<file path="src/rtl/fp_add_arbiter.sv">
// fp_add_arbiter
// Shares one pipelined single-precision adder between two requesters.
// Operand pairs are accepted over per-requester valid/ready handshakes,
// issued to the adder with a 1-bit tag, and each returning result is
// steered into its requester's response FIFO. A per-requester credit
// (outstanding + buffered results) guarantees that every returning
// result has a FIFO slot, so the adder pipeline never stalls.
//
// Parameters:
//   RQ_DEPTH  response FIFO depth and credit limit per requester
//             (power of 2, >= 2)
// Ports:
//   clk, rst                     clock, synchronous active-high reset
//   req_valid_i/req_ready_i      operand handshake (ready is combinational)
//   req_a_i, req_b_i             IEEE-754 single operands
//   add_valid/add_a/add_b/add_tag   registered issue to the adder
//   add_res_valid/add_res/add_res_ovf/add_res_tag   adder result return
//   rsp_valid_i/rsp_ready_i      response FIFO head handshake
//   rsp_data_i, rsp_ovf_i        FIFO head result and overflow flag
//   err                          sticky: result returned without credit
// Configuration macro:
//   FP_ADD_ARB_FIXED_PRIO_EN     requester 0 always wins a tie
//                                (no round-robin pointer; requester 1
//                                may starve). Default: round-robin.
module fp_add_arbiter #(
  parameter int RQ_DEPTH = 4
) (
  input  logic        clk,
  input  logic        rst,
  input  logic        req_valid_0,
  output logic        req_ready_0,
  input  logic [31:0] req_a_0,
  input  logic [31:0] req_b_0,
  input  logic        req_valid_1,
  output logic        req_ready_1,
  input  logic [31:0] req_a_1,
  input  logic [31:0] req_b_1,
  output logic        add_valid,
  output logic [31:0] add_a,
  output logic [31:0] add_b,
  output logic        add_tag,
  input  logic        add_res_valid,
  input  logic [31:0] add_res,
  input  logic        add_res_ovf,
  input  logic        add_res_tag,
  output logic        rsp_valid_0,
  input  logic        rsp_ready_0,
  output logic [31:0] rsp_data_0,
  output logic        rsp_ovf_0,
  output logic        rsp_valid_1,
  input  logic        rsp_ready_1,
  output logic [31:0] rsp_data_1,
  output logic        rsp_ovf_1,
  output logic        err
);

  localparam int PW = $clog2(RQ_DEPTH);
  localparam int CW = $clog2(RQ_DEPTH) + 1;
  localparam logic [CW-1:0] DEPTH_C = CW'(RQ_DEPTH);

  logic [CW-1:0] outstanding [2];
  logic [CW-1:0] occupancy   [2];
  logic [PW-1:0] wr_ptr      [2];
  logic [PW-1:0] rd_ptr      [2];
  logic [32:0]   fifo_mem    [2][RQ_DEPTH];

  logic [1:0]  req_valid;
  logic [1:0]  rsp_ready;
  logic [31:0] req_a [2];
  logic [31:0] req_b [2];
  logic [1:0]  eligible;
  logic [1:0]  grant;
  logic [1:0]  ret;
  logic [1:0]  pop;
  logic        ret_drop;

`ifndef FP_ADD_ARB_FIXED_PRIO_EN
  logic rr;  // preferred requester on a tie
`endif

  assign req_valid = {req_valid_1, req_valid_0};
  assign rsp_ready = {rsp_ready_1, rsp_ready_0};
  assign req_a[0]  = req_a_0;
  assign req_a[1]  = req_a_1;
  assign req_b[0]  = req_b_0;
  assign req_b[1]  = req_b_1;

  // Eligibility, arbitration, result steering and pop decode.
  always_comb begin
    eligible = 2'b00;
    grant    = 2'b00;
    ret      = 2'b00;
    ret_drop = 1'b0;
    pop      = 2'b00;
    for (int i = 0; i < 2; i++) begin
      // credit = outstanding + occupancy never exceeds RQ_DEPTH, so it fits CW bits
      eligible[i] = req_valid[i] && ((outstanding[i] + occupancy[i]) < DEPTH_C);
      pop[i]      = (occupancy[i] != '0) && rsp_ready[i];
    end
`ifdef FP_ADD_ARB_FIXED_PRIO_EN
    grant[0] = eligible[0];
    grant[1] = eligible[1] && !eligible[0];
`else
    if (eligible == 2'b11) begin
      grant = rr ? 2'b10 : 2'b01;
    end else begin
      grant = eligible;
    end
`endif
    // Hold off handshakes while reset is applied so ready reads 0.
    if (rst) begin
      grant = 2'b00;
    end
    if (add_res_valid) begin
      if (outstanding[add_res_tag] != '0) begin
        ret[add_res_tag] = 1'b1;
      end else begin
        ret_drop = 1'b1;
      end
    end
  end

  assign req_ready_0 = grant[0];
  assign req_ready_1 = grant[1];

  // Per-requester counters, FIFO storage and pointers.
  always_ff @(posedge clk) begin
    if (rst) begin
      for (int i = 0; i < 2; i++) begin
        outstanding[i] <= '0;
        occupancy[i]   <= '0;
        wr_ptr[i]      <= '0;
        rd_ptr[i]      <= '0;
        for (int j = 0; j < RQ_DEPTH; j++) begin
          fifo_mem[i][j] <= '0;
        end
      end
    end else begin
      for (int i = 0; i < 2; i++) begin
        // A return moves one credit unit from outstanding to occupancy.
        case ({grant[i], ret[i]})
          2'b10:   outstanding[i] <= outstanding[i] + CW'(1);
          2'b01:   outstanding[i] <= outstanding[i] - CW'(1);
          default: outstanding[i] <= outstanding[i];
        endcase
        case ({ret[i], pop[i]})
          2'b10:   occupancy[i] <= occupancy[i] + CW'(1);
          2'b01:   occupancy[i] <= occupancy[i] - CW'(1);
          default: occupancy[i] <= occupancy[i];
        endcase
        if (ret[i]) begin
          fifo_mem[i][wr_ptr[i]] <= {add_res_ovf, add_res};
          wr_ptr[i]              <= wr_ptr[i] + PW'(1);
        end
        if (pop[i]) begin
          rd_ptr[i] <= rd_ptr[i] + PW'(1);
        end
      end
    end
  end

  // Registered issue port; operands and tag hold when nothing is granted.
  always_ff @(posedge clk) begin
    if (rst) begin
      add_valid <= 1'b0;
      add_a     <= 32'd0;
      add_b     <= 32'd0;
      add_tag   <= 1'b0;
    end else begin
      add_valid <= |grant;
      if (|grant) begin
        add_a   <= grant[1] ? req_a[1] : req_a[0];
        add_b   <= grant[1] ? req_b[1] : req_b[0];
        add_tag <= grant[1];
      end
    end
  end

`ifndef FP_ADD_ARB_FIXED_PRIO_EN
  // Round-robin pointer: after any grant, prefer the other requester.
  always_ff @(posedge clk) begin
    if (rst) begin
      rr <= 1'b0;
    end else if (|grant) begin
      rr <= grant[0];
    end
  end
`endif

  // Sticky error for a result that arrives with no outstanding credit.
  always_ff @(posedge clk) begin
    if (rst) begin
      err <= 1'b0;
    end else if (ret_drop) begin
      err <= 1'b1;
    end
  end

  assign rsp_valid_0 = (occupancy[0] != '0);
  assign rsp_valid_1 = (occupancy[1] != '0);
  assign rsp_data_0  = fifo_mem[0][rd_ptr[0]][31:0];
  assign rsp_ovf_0   = fifo_mem[0][rd_ptr[0]][32];
  assign rsp_data_1  = fifo_mem[1][rd_ptr[1]][31:0];
  assign rsp_ovf_1   = fifo_mem[1][rd_ptr[1]][32];

endmodule

</file>
<file path="config.mk">
export PLATFORM = sky130hd
export DESIGN_NAME = fp_add_arbiter
export DESIGN_NICKNAME = d
export VERILOG_FILES = /design/src/rtl/fp_add_arbiter.sv
export SDC_FILE = /design/constraint.sdc
export NUM_CORES = 1
export LEC_CHECK = 0
export CAP_MARGIN = 25
export CORE_UTILIZATION = 35
export DETAILED_ROUTE_END_ITERATION = 16
export DONT_BUFFER_PORTS = 1
export GPL_TIMING_DRIVEN = 0
export PLACE_DENSITY_LB_ADDON = 0.25
export SLEW_MARGIN = 25
export SYNTH_ARGS = -nofsm -noshare
export SYNTH_HDL_FRONTEND = slang
export SYNTH_SLANG_ARGS = --single-unit
</file>
<file path="constraint.sdc">
create_clock -name clk -period 7.3 [get_ports clk]
set_input_delay 1.46 -clock clk [delete_from_list [all_inputs] [get_ports clk]]
set_output_delay 1.46 -clock clk [all_outputs]
set_load 0.005 [all_outputs]
</file>
=== Word level (Yosys, flattened, before mapping) ===
Memories as Yosys holds them, arrays and structs flattened.
Cells that the tools add are included.

* Register bits after elaboration: 68
* Bits in latches: 0
* Memory bits (writable): 284
* Memory bits (read-only): 0
* Input port bits: 169
* Output and inout port bits: 137
* Word-level logic and storage cells: 696
* Memories: 5

{| class="wikitable"
|+ Memories
! name !! depth !! bits a word !! read ports !! clocked after Yosys merged registers in !! write ports !! RTL line !! source
|-
| fifo_mem || 2 || 132 || 2 || 0 || 2 || 65 || <nowiki>logic [32:0] fifo_mem [2][RQ_DEPTH];</nowiki>
|-
| occupancy || 2 || 3 || 2 || 0 || 2 || 62 || <nowiki>logic [CW-1:0] occupancy [2];</nowiki>
|-
| outstanding || 2 || 3 || 3 || 0 || 2 || 61 || <nowiki>logic [CW-1:0] outstanding [2];</nowiki>
|-
| rd_ptr || 2 || 2 || 2 || 0 || 2 || 64 || <nowiki>logic [PW-1:0] rd_ptr [2];</nowiki>
|-
| wr_ptr || 2 || 2 || 2 || 0 || 2 || 63 || <nowiki>logic [PW-1:0] wr_ptr [2];</nowiki>
|}

* $add $sub $neg: 14
* Multiply operators: 0
* Divide/modulo/power cells: 0
* Magnitude comparators: 10
* Equality and inequality tests: 9
* Shift operators: 0
* Muxes and demuxes: 353
* Bitwise logic cells: 284
* Reductions and logical operators: 15

{| class="wikitable"
|+ Operators with widths
! operator !! count
|-
| two-way mux 1 bit || 317
|-
| bitwise OR 1 bit || 280
|-
| two-way mux 132 bit || 2
|-
| two-way mux 33 bit || 6
|-
| binary-select mux 33 bit (select 2 bit) || 2
|-
| demux 33 bit (select 2 bit) || 2
|-
| two-way mux 32 bit || 2
|-
| two-way mux 3 bit || 12
|-
| two-way mux 2 bit || 9
|-
| adder 3 x 1 -> 3 bit, second input constant || 4
|-
| >= comparator 3 bit, second input constant || 4
|-
| NOT 2 -> 3 bit || 4
|-
| subtractor 3 x 1 -> 3 bit, second input constant || 4
|-
| equality test 2 bit, second input constant || 5
|-
| OR reduction 2 bit || 5
|-
| nonzero test 3 bit || 3
|-
| adder 2 x 1 -> 2 bit, second input constant || 4
|-
| equality test 2 x 1 -> 1 bit, second input constant || 4
|-
| logical AND 1 bit || 7
|-
| adder 3 bit || 2
|-
| < comparator 3 x 1 -> 1 bit, second input constant || 2
|-
| < comparator 3 bit, second input constant || 2
|-
| < comparator 1 x 2 -> 1 bit, second input constant || 1
|-
| demux 1 bit (select 1 bit) || 1
|-
| >= comparator 1 bit, second input constant || 1
|}

=== Depth between registers and ports, before layout ===
* Depth after elaboration: 13
* Depth in mapped cells: 11
* Mapped depth without buffers: 11

=== Worst setup path after synthesis ===
Ideal clock, no wire load.

* Kind: input to register
* Start: in rst
* End: mem outstanding[1][2] (netlist name) (data pin)
* Library setup time: 0.262 ns
* Data arrival time: 3.175 ns
* Data required time: 7.038 ns
* Slack: 3.863 ns
* Stages: 8
* Buffers on the path: 1
* Cell sequence: clkbuf_1 -> a31oi_1 -> nand2_1 -> ha_1 -> o41ai_1 -> nor3_1 -> a211oi_1 -> a21oi_1

{| class="wikitable"
|+ RTL lines
! element !! RTL line !! source
|-
| start, declared || 29 || <nowiki>input logic rst,</nowiki>
|-
| end, declared || 61 ||
|}

==> key figures <==
Routing
  – Initial DRC count: approximately 640
  – Wirelength per Cell: ~25 um
  – Final wirelength: 46,800 um
  – Vias per std cell: 5.46
  – Antenna Nets Post-Route: 0
  – Vias: 10,200
  – DRC viols: 0
  – Detailed Routing Iterations Pass 1: 8

Global routing
  – Global-route wire length before repair: 67,900 um
  – GR Util met1: 0.242
  – Congestion Overflow GR: 0
  – GRT Max-Usage Layer: met2
  – Largest net degree at the start of global routing: 25
  – Vias in the first global route: 10,400
  – Initial antenna violation count: 1
  – Met3 Resource Use GR: 0.0549
  – GRT Total Usage: 0.196
  – Met2 usage: 0.331

Timing
  – Max Freq: ~250 MHz
  – Fin crit period: 3950 ps
  – Period utilisation layout: 0.541
  – Unrepaired setup endpoints after global routing: no
  – Final Hold Viols: 0
  – Final setup fails: 0
  – Clock skew: 32.0 ps
  – Max Transition Viols Final: 0
  – Setup TNS: 0 ps
  – Worst hold margin: a little under 500 ps
  – Worst slew pin tran: 821 ps
  – Rel. slew slack: 0.445

Clock network
  – CTS tree: built
  – Clk slew on worst S/H paths: around 60 ps
  – Clk buf depth: 3
  – Clock sinks: 352
  – Clock latency at the later pin of the worst-skew pair: 570 ps
  – Cts bufs inserted: slightly above 40
  – Hold_buf cts: 0
  – Post-cts sizing count: 0
  – Post-CTS setup buffers: 0
  – H-tree levels: 2
  – Clk Tree Root Cell: clkbuf_16

Die
  – CORE AREA: 45,400 um2
  – Die width: 216 um
  – Num rows: 78
  – Starting density of the core: 0.355
  – Die height: 216 um
  – Io pins: around 300
  – Die area: 46,900 um2

Setup path
  – Critical-path cell list: clkbuf_1 > buf_2 > mux4_2
  – Worst R2R Start: outstanding[1][1]
  – CP endpoint: rsp_data_1[21]
  – CP max-delay cell: mux4_2
  – Worst Reg-to-Reg Cells: 10
  – Critical path launch point type: flip-flop
  – Crit. End Element: primary output
  – Setup crit start: rd_ptr[0][2]
  – Kind of critical path: reg2out
  – WP data arrival: 2490 ps
  – Critical Path Max Stage Delay: 630 ps
  – Worst path required time: 5840 ps
  – R2r setup slk: 4050 ps
  – Crit path max fanout: 10
  – FF-to-FF End: outstanding[1][2]

Final layout
  – # fillers: approximately 4,300
  – Final Util: 0.404
  – Non-filler cells, final: 1,878
  – Design area: 18,400 um2
  – Area Growth Syn to Fin: 14.0%
  – Nets: 1,441
  – Most frequent cells in the layout: edfxtp_1, and3_1, nand2_1, nor2_1, clkbuf_1
  – Commonest non-fill, non-tap cell in the layout: edfxtp_1
  – Layout cell share with drive strength beyond 1: 0.180

Logic synthesis
  – Syn Std Cell Area: 16,100 um2
  – Count of cell types in the netlist: 41
  – Seq/Total Area, Yosys: 0.614
  – Fraction of registers with async set/reset: 0
  – Synth area leaders: edfxtp_1, and3_1, mux4_2, dfxtp_1, a311oi_2
  – Synth area leader: edfxtp_1
  – Synth Net Count: 1,390
  – EDFF count, synth: 284
  – Ys flop type: edfxtp_1
  – Post-Syn Area per Cell: 13.5 um2
  – Register bit total from synthesis: 352
  – Synth warnings: 0
  – Post-synth top area share: 0.530
  – Mapped Cells: 1,196

Placement
  – Hpwl dp: 32,600 um
  – PortBufs: 0
  – Placed cells: around 1,800
  – RD Place Congestion: approximately 0.86
  – Placement Cell Area: 17,100 um2

Run
  – Max-cap viol count: 0

Pwr
  – Leakage: about 7.5 nW
  – Pwr Density: 333 nW/um2
  – Max VDD drop: 0.241 mV

Min path
  – Worst Hold Class: reg2reg

Outcome
  – Outcome: completed
==> worst min path at each step <==
stage / slack, ps / cells after the start / endpoint / start
5_1_grt: 510 / 1 / rr / rr
3_5_place_dp: 480 / 1 / rr / rr
2_1_floorplan: 450 / 2 / add_tag / add_tag
4_1_cts: 490 / 1 / rr / rr
3_3_place_gp: 470 / 1 / rr / rr
6_report: 490 / 1 / rr / rr
==> cell type report <==
cell class	count	area [um2]	share of cell area
Sequential cell	352	9890	0.539
Multi-Input combinational cell	716	5660	0.308
Clock buffer	60	1140	0.0620
Tap cell	600	751	0.0409
Buffer	106	485	0.0264
Timing Repair Buffer	8	205	0.0112
Clock inverter	13	140	0.00763
Inverter	22	82.6	0.00450
Antenna cell	1	2.50	0.000136
==> per-layer routing <==
layer  share of wire  up-vias
met3           0.080       64
met4           0.028        0
met2            0.50      385
met1            0.40     5170
li1                -     4630
met5               0        -
==> state kept, by name (all words and copies together) (netlist names) <==
| signal | cells |
|---|---|
| add_a | 32 |
| rr | 1 |
| rd_ptr | 4 |
| outstanding | 6 |
| add_tag | 1 |
| occupancy | 6 |
| fifo_mem | 264 |
| err | 1 |
| wr_ptr | 4 |
| add_b | 32 |
| add_valid | 1 |
==> Yosys cell counts, types with 8 or more instances <==
library cell,instances
inv_1,20
a311oi_2,47
dfxtp_1,68
edfxtp_1,284
buf_2,22
ha_1,23
a311oi_1,17
nand2_1,150
mux4_2,66
clkbuf_1,73
and3_1,264
o21ai_0,8
nor2_1,89
==> through the flow <==
step	power, mW	setup WS [ps]
after floorplan	3.72	3860
after global placement	4.16	2810
after detailed placement	4.20	3390
after CTS	6.17	3260
after global routing	6.38	3180
final	6.12	3350
==> power breakdown <==
group	switching (mW)	internal, mW	leakage (nW)
logic	0.897	0.554	3.36
registers	0.230	2.46	3.51
clock network	0.849	1.13	0.624
total	1.98	4.14	7.49
==> worst max-delay path, delay by kind of cell, from the launching register on <==
family / cells / cell delay, ps
flops: 1 / 310
buf+inv: 2 / 980
mux: 1 / 630
==> logic make-up (layout without fill, tap and decap cells) <==
| family | Yosys count | count (layout) | share of synthesized area |
|---|---|---|---|
| flip-flops | 352 | 352 | 0.614 |
| buffers and inverters | 128 | 209 | 0.0353 |
| other | 0 | 1 | 0 |
| XOR/XNOR | 10 | 10 | 0.00591 |
| AND/OR/NAND/NOR | 521 | 521 | 0.165 |
| adder cells (fa/ha/maj) | 25 | 25 | 0.0204 |
| multiplexers | 69 | 69 | 0.0944 |
| AO/OA/AOI/OAI | 91 | 91 | 0.0649 |
No activity file was read; power rests on OpenSTA's default activity.
